## config.mk

```make
export PLATFORM = sky130hd
export DESIGN_NAME = traffic_ctrl_np
export DESIGN_NICKNAME = d
export VERILOG_FILES = /design/src/rtl/traffic_ctrl_np.sv
export SDC_FILE = /design/constraint.sdc
export NUM_CORES = 1
export LEC_CHECK = 0
export CAP_MARGIN = 40
export CORE_MARGIN = 1.5
export CORE_UTILIZATION = 30
export CTS_CLUSTER_SIZE = 25
export DETAILED_ROUTE_END_ITERATION = 8
export GPL_ROUTABILITY_DRIVEN = 0
export SLEW_MARGIN = 0
export SYNTH_ARGS = -nofsm -noshare
export SYNTH_HDL_FRONTEND = slang
export SYNTH_SLANG_ARGS = --single-unit
```

## constraint.sdc

```tcl
create_clock -name CK -period 3.5 [get_ports CK]
set_input_delay 0.525 -clock CK [delete_from_list [all_inputs] [get_ports CK]]
set_output_delay 0.525 -clock CK [all_outputs]
set_load 0.1 [all_outputs]
```

## src/rtl/traffic_ctrl_np.sv

```systemverilog
// Multi-phase signal controller: demand-driven round-robin phase selection,
// min/max green timing, fixed yellow and all-red clearance, emergency all-red.
module traffic_ctrl_np #(
  parameter int NPH       = 4,
  parameter int TW        = 8,
  parameter int GREEN_MIN = 8,
  parameter int GREEN_MAX = 32,
  parameter int YELLOW_T  = 3,
  parameter int ALLRED_T  = 2
) (
  input  logic                     CK,
  input  logic                     RSTN,
  input  logic                     EN,
  input  logic [NPH-1:0]           REQ,
  input  logic                     EMG,
  output logic [NPH-1:0]           GREEN,
  output logic [NPH-1:0]           YELLOW,
  output logic [NPH-1:0]           RED,
  output logic [$clog2(NPH)-1:0]   PHASE,
  output logic [1:0]               STATE
);

  localparam int PW = $clog2(NPH);

  localparam logic [TW-1:0] T_GMIN = TW'(GREEN_MIN - 1);
  localparam logic [TW-1:0] T_GMAX = TW'(GREEN_MAX - 1);
  localparam logic [TW-1:0] T_YEL  = TW'(YELLOW_T - 1);
  localparam logic [TW-1:0] T_AR   = TW'(ALLRED_T - 1);

  typedef enum logic [1:0] {
    ST_ALLRED = 2'b00,
    ST_GREEN  = 2'b01,
    ST_YELLOW = 2'b10
  } state_t;

  state_t          state_q, state_d;
  logic [PW-1:0]   phase_q, phase_d;
  logic [TW-1:0]   timer_q, timer_d;

  logic [NPH-1:0]  ph_onehot;
  logic            other_req;
  logic [PW-1:0]   next_phase;
  logic [PW-1:0]   srch_idx;
  logic            found;

  assign ph_onehot = NPH'(1) << phase_q;
  assign other_req = |(REQ & ~ph_onehot);

  // Round-robin search starting after the current phase; current phase is checked last.
  always_comb begin
    next_phase = (phase_q == PW'(NPH - 1)) ? '0 : phase_q + PW'(1);
    found      = 1'b0;
    srch_idx   = '0;
    for (int i = 1; i <= NPH; i++) begin
      srch_idx = PW'((int'(phase_q) + i) % NPH);
      if (!found && REQ[srch_idx]) begin
        found      = 1'b1;
        next_phase = srch_idx;
      end
    end
  end

  always_ff @(posedge CK) begin
    if (!RSTN) begin
      state_q <= ST_ALLRED;
      phase_q <= PW'(NPH - 1);
      timer_q <= '0;
    end else begin
      state_q <= state_d;
      phase_q <= phase_d;
      timer_q <= timer_d;
    end
  end

  always_comb begin
    state_d = state_q;
    phase_d = phase_q;
    timer_d = timer_q;
    if (EN) begin
      timer_d = (timer_q == '1) ? timer_q : timer_q + TW'(1);
      case (state_q)
        ST_ALLRED: begin
          // Emergency keeps the clearance interval at its start, so the full
          // all-red clearance runs again once the emergency drops.
          if (EMG) begin
            timer_d = '0;
          end else if (timer_q == T_AR) begin
            state_d = ST_GREEN;
            phase_d = next_phase;
            timer_d = '0;
          end
        end
        ST_GREEN: begin
          if (EMG ||
              (timer_q >= T_GMIN && other_req && !REQ[phase_q]) ||
              (timer_q >= T_GMAX && other_req)) begin
            state_d = ST_YELLOW;
            timer_d = '0;
          end
        end
        ST_YELLOW: begin
          if (timer_q == T_YEL) begin
            state_d = ST_ALLRED;
            timer_d = '0;
          end
        end
        default: begin
          state_d = ST_ALLRED;
          timer_d = '0;
        end
      endcase
    end
  end

  always_comb begin
    GREEN  = '0;
    YELLOW = '0;
    case (state_q)
      ST_GREEN:  GREEN  = ph_onehot;
      ST_YELLOW: YELLOW = ph_onehot;
      default: ;
    endcase
    RED   = ~(GREEN | YELLOW);
    PHASE = phase_q;
    STATE = state_q;
  end

endmodule

```

==> metrics.md <==
| Metric | Value |
|---|---|
| Post-CTS setup buffer count | 0 |
| Max cap viols | 0 |
| # DRC | 0 |
| Min-delay src | timer_q[0] |
| Areal power density over the cells | 215.7 nW/µm² |
| Arrival time at the worst endpoint | approximately 2.7 ns |
| FF-to-FF End | PHASE[0] |
| Hold Buf Count CTS | 0 |
| Async SR Flop Fraction | 0% |
| Hold path depth | 2 |
| Post-synth EDFFs | 0 |
| Top FF cell, synth | dfxtp_1 |
| Syn_nets | 148 |
| Hold crit path type | reg -> reg |
| Final ANT Viol Nets | 0 |
| Largest net degree at the start of global routing | 18 |
| Hold EP | timer_q[0] |
| Hold Vio Cnt, Final | 0 |
| Synthesized area | roughly 1100 µm² |
| DRT Pass-1 Iters | 4 |
| Cell count after synthesis | 133 |
| YS warnings | 0 |
| Mapped Avg Cell Area | around 8 µm² |
| Post-synthesis sequential area ratio | between 20% and 30% |
| Synth Register Bits | 12 |
| DRT iter0 DRCs | 76 |
| WL final | approximately 2.5 mm |
| Hold WS | approximately 0.56 ns |
| CTS tree | yes |
| Worst Skew | 0.01128 ns |
| WS Path Type | reg -> reg |
| Die Wd | between 60 and 70 µm |
| Top cells by area, synth | dfxtp_1 (22%), mux4_2 (8.4%), ha_1 (8.1%), nand2_1 (4.5%), nor2_1 (4.5%) |
| Die height | between 60 and 70 µm |
| Post-DP HPWL | between 1.5 and 2 mm |
| Worst-path clk slew | 0.08 ns |
| Post_cts resized | 0 |
| Setup TNS | 0 ns |
| Die area | 3955 µm² |
| FF-to-FF path depth | 7 |
| Setup-failing EPs final | 0 |
| Synth cell count leaders | nand2_1 (13), nor2_1 (13), dfxtp_1 (12) |
| Core ar. | roughly 3400 µm² |
| Static leakage | 0.6198 nW |
| Period utilization | between 70% and 80% |
| Unrepaired setup endpoints after global routing | false |
| Layout Nets | ~180 |
| I/O pin total | 24 |
| Area grow syn2layout | 30.58% |
| Area leader, netlist | dfxtp_1 |
| Final min period | between 2 and 2.5 ns |
| Vias in the first global route | 987 |
| Clk_lat worst skew | approximately 0.27 ns |
| # diodes | 0 |
| Max Slew Vio Count | 0 |
| First-pass GRT wire length | approximately 4.4 mm |
| WL/cell | 12.19 µm |
| Routed via count | 1074 |
| Worst slew pin tran | between 0.5 and 0.6 ns |
| Sinks on Clock Net | 12 |
| Slew HR | roughly three fifths |
| Worst Path Required | ~3.7 ns |
| Layout cells sized above 1 | a little over a fifth |
| CTS buffer count | 3 |
| CP Capture Type | flip-flop |
| Status | finished, final reports clean |
| Port bufs | 23 |
| H-Tree Depth | 1 |
| GRT overflow | 0 |
| Initial antenna violation count | 0 |
| Starting density of the core | about a third |
| Root Driver | clkbuf_4 |
| R2R setup slack | between 1 and 1.5 ns |
| Vias/cell | 5.265 |
| Global Route Usage Sum | 13.56% |
| RR Startpoint | PHASE[0] |
| Peak Freq | ~0.41 GHz |
| Maximum vdd drop | roughly 0.13 mV |
| CP Max Fanout | 11 |
| Netlist cell types | 41 |
| Cell Rows | 21 |
| Clock Tree Buf Depth | 2 |
| Synth top area share | ~22% |
| Worst Setup Start Kind | flip-flop |
registers in the layout, indices dropped and copies added (netlist names):
register and flops:
PHASE 2, STATE 2, timer_q 8
routing by layer:
layer	vias up	GRT usage, %	wire [µm]
li1	539	-	-
met1	499	17.40	1169
met2	34	22.34	1172
met3	2	2.703	131
met4	0	5.000	13
met5	-	0	0
kinds of logic (layout without fill, tap and decap cells):
group | count (synthesis) | count (layout) | share of synthesized area [%]
and+or+nand+nor | 61 | 61 | 31.63
adders and majority gates | 7 | 7 | 8.139
buffers and inverters | 13 | 38 | 5.232
AOI/OAI and AO/OA | 36 | 36 | 24.30
DFF | 12 | 12 | 22.33
muxes | 4 | 4 | 8.372
worst max-delay path, cell delays in order (launching register included):
cell and delay, ns:
dfxtp_1 0.60, inv_1 0.18, ha_1 0.42, mux4_2 0.41, inv_1 0.05, a31o_2 0.26, o41a_1 0.41, o21ai_2 0.06
final cells by class:
class                           instances  area [µm²]
Fill cell                             342        1984
Multi-Input combinational cell        108       808.3
Timing Repair Buffer                   26       242.7
Sequential cell                        12       240.2
Tap cell                               46       57.56
Inverter                                9       33.78
Clock buffer                            3       22.52
worst max-delay path by stage:
stage	endpoint	slack, ns	from
final	PHASE[0]	1.04	PHASE[0]
after global routing	PHASE[0]	0.86	PHASE[0]
after CTS	PHASE[0]	1.03	PHASE[0]
after detailed placement	timer_q[5]	0.90	REQ[1]
after global placement	timer_q[7]	0.98	REQ[1]
after floorplan	RED[3]	-0.21	STATE[1]
stage by stage:
step / cell area [µm²] / utilization (%) / total power, W / instances / setup WS [ns]
after floorplan: 1105 / - / 0.0001974 / 133 / -0.2084
after global placement: 1338 / 39.46 / 0.0002199 / 198 / 0.9779
after detailed placement: 1383 / 40.79 / 0.0002228 / 201 / 0.8976
after CTS: 1405 / 41.45 / 0.0003078 / 204 / 1.034
after global routing: 1405 / 41.45 / 0.0003233 / 204 / 0.8616
final: 1405 / 41.45 / 0.0003031 / 204 / 1.038
cells in the final DEF (no fill, tap or decap), types with 2 or more instances in the layout:
cell / instances
nor2_1: 10
clkbuf_4: 3
buf_4: 13
a31oi_1: 2
nor2_4: 2
dfxtp_1: 12
mux4_2: 4
clkdlybuf4s50_1: 10
nand2_1: 13
nand2b_1: 2
inv_1: 9
nor3_1: 5
and2_1: 7
o21ai_0: 2
o21ai_1: 7
and3b_1: 3
a21oi_1: 6
o22ai_1: 2
nor2b_1: 5
nand4_1: 2
o211a_1: 2
ha_1: 7
o211ai_1: 2
buf_8: 3
and3_1: 4
where the power goes:
group / switching [W] / internal [W]
Clock: 0.0000431 / 0.0000398
Sequential: 0.00000437 / 0.000139
Combinational: 0.0000443 / 0.0000328
Power figures use the tool's default switching activity.
